### src/rtl/regfile_wb_arbiter.sv
// Write-back arbiter: two producers share the register-file write port, loads win by default,
// and an aging counter forces the ALU path through. Optional macro: WB_ZERO_REG_SUPPRESS_EN.
module regfile_wb_arbiter #(
  parameter int DATA_W   = 64,
  parameter int MAX_WAIT = 3
) (
  input  logic              clk,
  input  logic              reset,
  input  logic              r0_valid,
  input  logic [4:0]        r0_addr,
  input  logic [DATA_W-1:0] r0_data,
  output logic              r0_ready,
  input  logic              r1_valid,
  input  logic [4:0]        r1_addr,
  input  logic [DATA_W-1:0] r1_data,
  output logic              r1_ready,
  output logic              wr_en,
  output logic [4:0]        wr_addr,
  output logic [DATA_W-1:0] wr_data,
  output logic              force_active
);

  logic [3:0]        wait_cnt;
  logic              force0;
  logic              acc0;
  logic              acc1;
  logic [4:0]        win_addr;
  logic [DATA_W-1:0] win_data;
  logic              win_we;

  assign force0       = (wait_cnt == 4'(MAX_WAIT));
  assign force_active = force0;

  assign r1_ready = !reset && !force0;
  assign r0_ready = !reset && (force0 || !r1_valid);

  // The ready terms are mutually exclusive whenever r1 is valid, so at most one accept occurs.
  assign acc1 = r1_valid && r1_ready;
  assign acc0 = r0_valid && r0_ready && !acc1;

  always_comb begin
    win_addr = r0_addr;
    win_data = r0_data;
    if (acc1) begin
      win_addr = r1_addr;
      win_data = r1_data;
    end
  end

`ifdef WB_ZERO_REG_SUPPRESS_EN
  // Address 31 is the hard-wired zero register: accept the write but never strobe the decoder.
  assign win_we = (win_addr != 5'd31);
`else
  assign win_we = 1'b1;
`endif

  always_ff @(posedge clk) begin
    if (reset) begin
      wait_cnt <= '0;
    end else if (!r0_valid || acc0) begin
      wait_cnt <= '0;
    end else if (!force0) begin
      wait_cnt <= wait_cnt + 4'd1;
    end
  end

  always_ff @(posedge clk) begin
    if (reset) begin
      wr_en   <= 1'b0;
      wr_addr <= '0;
      wr_data <= '0;
    end else if (acc0 || acc1) begin
      wr_en   <= win_we;
      wr_addr <= win_addr;
      wr_data <= win_data;
    end else begin
      wr_en   <= 1'b0;
    end
  end

endmodule

### config.mk
export PLATFORM = sky130hd
export DESIGN_NAME = regfile_wb_arbiter
export DESIGN_NICKNAME = d
export VERILOG_FILES = /design/src/rtl/regfile_wb_arbiter.sv
export SDC_FILE = /design/constraint.sdc
export NUM_CORES = 1
export LEC_CHECK = 0
export CELL_PAD_IN_SITES_DETAIL_PLACEMENT = 1
export CELL_PAD_IN_SITES_GLOBAL_PLACEMENT = 1
export CORE_MARGIN = 2
export CORE_UTILIZATION = 27
export DETAILED_ROUTE_END_ITERATION = 12
export PLACE_DENSITY_LB_ADDON = 0.1
export REMOVE_ABC_BUFFERS = 1
export SKIP_LAST_GASP = 1
export SLEW_MARGIN = 20
export SYNTH_ARGS = -nofsm -noshare
export SYNTH_HDL_FRONTEND = slang
export SYNTH_SLANG_ARGS = --single-unit
### constraint.sdc
create_clock -name clk -period 2 [get_ports clk]
set_clock_uncertainty 0.05 [all_clocks]
set_input_delay 0.4 -clock clk [delete_from_list [all_inputs] [get_ports clk]]
set_output_delay 0.4 -clock clk [all_outputs]
set_load 0.1 [all_outputs]
==> metrics, run 1 <==
status=finished, violations left; violated checks=negative setup slack; Worst Path Class, Setup=reg -> out; DR WL/cell=20.25 µm; worst hold start=wait_cnt[0]; Die Y=121.9 µm; worst-path cell chain=ha_4 -> or3b_4 -> clkinv_4 -> buf_12 -> buf_12; Placeable Area=13720 µm²; Clk Tree Root Cell=clkbuf_16; # H-tree levels=3; Final Max Tran Viols=0; Tightest Hold Check Type=reg -> reg; Post-DP HPWL=10690 µm; Total Wirelength=16340 µm; slowest stage cell, crit path=or3b_4; FP Rows=43; Final ANT Viol Nets=0; post-synthesis sequential area ratio=0.3944; area grow syn2layout=70.25%; Worst Max-Slew Pin Slew=409.7 ps; Chip Width=121.9 µm; Hold Path End=wait_cnt[0]; synth warn=0; Final #Nets=765; area of the multi-input gates=2038 µm²; Post-CTS Hold Buffers=0; asr flop ratio synth=0; CP delay by family, top=simple AND/OR/NAND/NOR gates; grt total ovfl=0; post-synth top area share=0.3944; Max-cap violations=0; layout cells sized above 1=0.2281; count leader, synth=dfxtp_1; CP arrival=1580 ps; maximum vdd ir drop=0.0004457 V; Post-route DRC=0; DR iter-0 viols=257; Register Area=1484 µm²; Ports=215; Worst-Skew Late Latency=330 ps; FF-to-FF Start=wait_cnt[0]; Tot GR Track Use=0.2161; input/output buffers=214; final std cell area, no fill=6395 µm²; GPL Wtd Cong=0.7544; RSZ-0062 raised after global routing=true; Power, Total=0.005040 W; CTS tree=yes; max incr delay on CP=410 ps; crit path launch type=flop; vias in the first global route=4774; type of element capturing the critical path=primary output; critical path's most frequent cell=buf_12; Avg Inst Size Synth=8.576 µm²; Final Hold Fails=0; Max FO, Critical Path=4; most common flop cell mapped by yosys=dfxtp_1; largest net degree at the start of global routing=71; FF-to-FF End=wr_data[18]; Worst Path Required=1550 ps; Fill cells=1605; synth cell count leaders=dfxtp_1, nand3_1, a211oi_1, a311oi_1, o21ai_0; post-synthesis cell area=3756 µm²; Worst R2R Setup Slack=60 ps; drt pass-1 iters=4; worst-case reg-to-reg path depth=6; diode count=0; top post-synthesis cells by area=dfxtp_1, a311oi_1, a211oi_1; Pleak=2.278 nW; normalized max-slew margin=0.7268; post-route minimum period=2031 ps; Clock transition at path regs=60 ps; Num CTS Buffers=9; Worst Slack Setup Final=-31.00 ps; CTS Sinks=74; first-pass GRT wire length=25250 µm; Synth cell types=25; Synth Register Bits=74; initial antenna violation count=0; DR vias/cell=5.502; die area=14870 µm²; Max clock buf depth=2; fraction of the cycle the final worst path needs=1.015; CP bufs+invs=3; Post-synth EDFFs=0; Initial Util=0.2738; setup violators final=3; Syn Inst Count=438; routed via count=4440; largest area contributor in the netlist=dfxtp_1; Peak Freq=0.4924 GHz; pwr dens=788.2 nW/µm²; DP Area=5949 µm²; Hold Crit Depth=2
[cell usage in the layout (no fill, tap or decap), types with 2 or more instances in the layout]
master             n
a211oi_1          67
a311oi_1          56
a311oi_2          13
buf_12            11
buf_2              3
buf_4             89
clkbuf_16          9
clkbuf_8           5
clkdlybuf4s50_1  138
dfxtp_1           72
dfxtp_2            2
inv_1              2
nand3_1           70
nor2_1             4
nor2b_1            2
o21ai_0           58
o21ai_1           10
[worst max path at each step]
| stage | endpoint | slack (ps) | cells after the start | start |
|---|---|---|---|---|
| 3_3_place_gp | force_active | 90 | 5 | wait_cnt[0] |
| 5_1_grt | force_active | -80 | 5 | wait_cnt[1] |
| 6_report | force_active | -30 | 5 | wait_cnt[0] |
| 3_5_place_dp | wr_data[5] | 20 | 6 | wait_cnt[0] |
| 2_1_floorplan | r1_ready | -4300 | 4 | wait_cnt[0] |
| 4_1_cts | force_active | -70 | 5 | wait_cnt[1] |
[repair_timing]
action                     in CTS  in global routing
gates cloned                    1                  0
setup endpoints to repair       3                 22
gates resized for setup         8                  7
pin swaps                       2                  1
buffers inserted                6                  0
[metal layers]
metal / share of wire / vias to the layer above / global-route usage / routed length, µm
met3: 0.061 / 11 / 0.05150 / 1003
met1: 0.43 / 2185 / 0.2635 / 7030
li1: - / 2115 / - / -
met2: 0.50 / 129 / 0.3764 / 8113
met5: 0 / - / 0 / 0
met4: 0.012 / 0 / 0.06537 / 193
[cell type report]
cell class              count  share of cell area
repair buffers            243              0.3641
multi-input cells         291              0.3187
flip-flops and latches     74              0.2320
clock buffers              15             0.04657
well taps                 180             0.03522
inverters                   3            0.002544
clock inverters             1           0.0007826
[flip-flops by register name (all words and copies together) (netlist names)]
name      cells
wait_cnt      4
wr_addr       5
wr_data      64
wr_en         1
[kinds of logic after synthesis]
logic type / share of synthesized area
compound gates: 0.4081
xor+xnor: 0.004664
fa+ha+maj: 0.003331
buf+inv: 0.08095
flops: 0.3944
simple gates: 0.1086
[worst register-to-register path, cell delays in order, from the launching register on]
cell	delay, ps
dfxtp_2	350
ha_4	130
or3b_4	410
buf_4	180
buf_12	190
a211oi_1	400
a311oi_2	90
[through the flow]
stage	setup slack (ps)	TNS, ps	std cells	hold slack [ps]	utilization
floorplan	-4301	-224300	368	379.2	-
global placement	89.35	0	784	396.2	0.4337
detailed placement	18.89	0	784	399.3	0.4337
CTS	-66.33	-154.8	807	475.5	0.4637
global route	-78.99	-247.0	807	497.4	0.4661
finish	-31.00	-62.56	807	482.2	0.4661
[power breakdown]
group | switching, W | internal, W
Sequential | 0.0000671 | 0.00159
Clock | 0.000622 | 0.00101
Combinational | 0.00120 | 0.000555
Total | 0.00188 | 0.00316
Power figures use the tool's default switching activity.
==> inputs of run 2 (changes only) <==
Settings changed: GPL_ROUTABILITY_DRIVEN set to 0.
==> results of run 2 <==
Same layout as run 1: the final DEF is identical, and so are final timing and power.
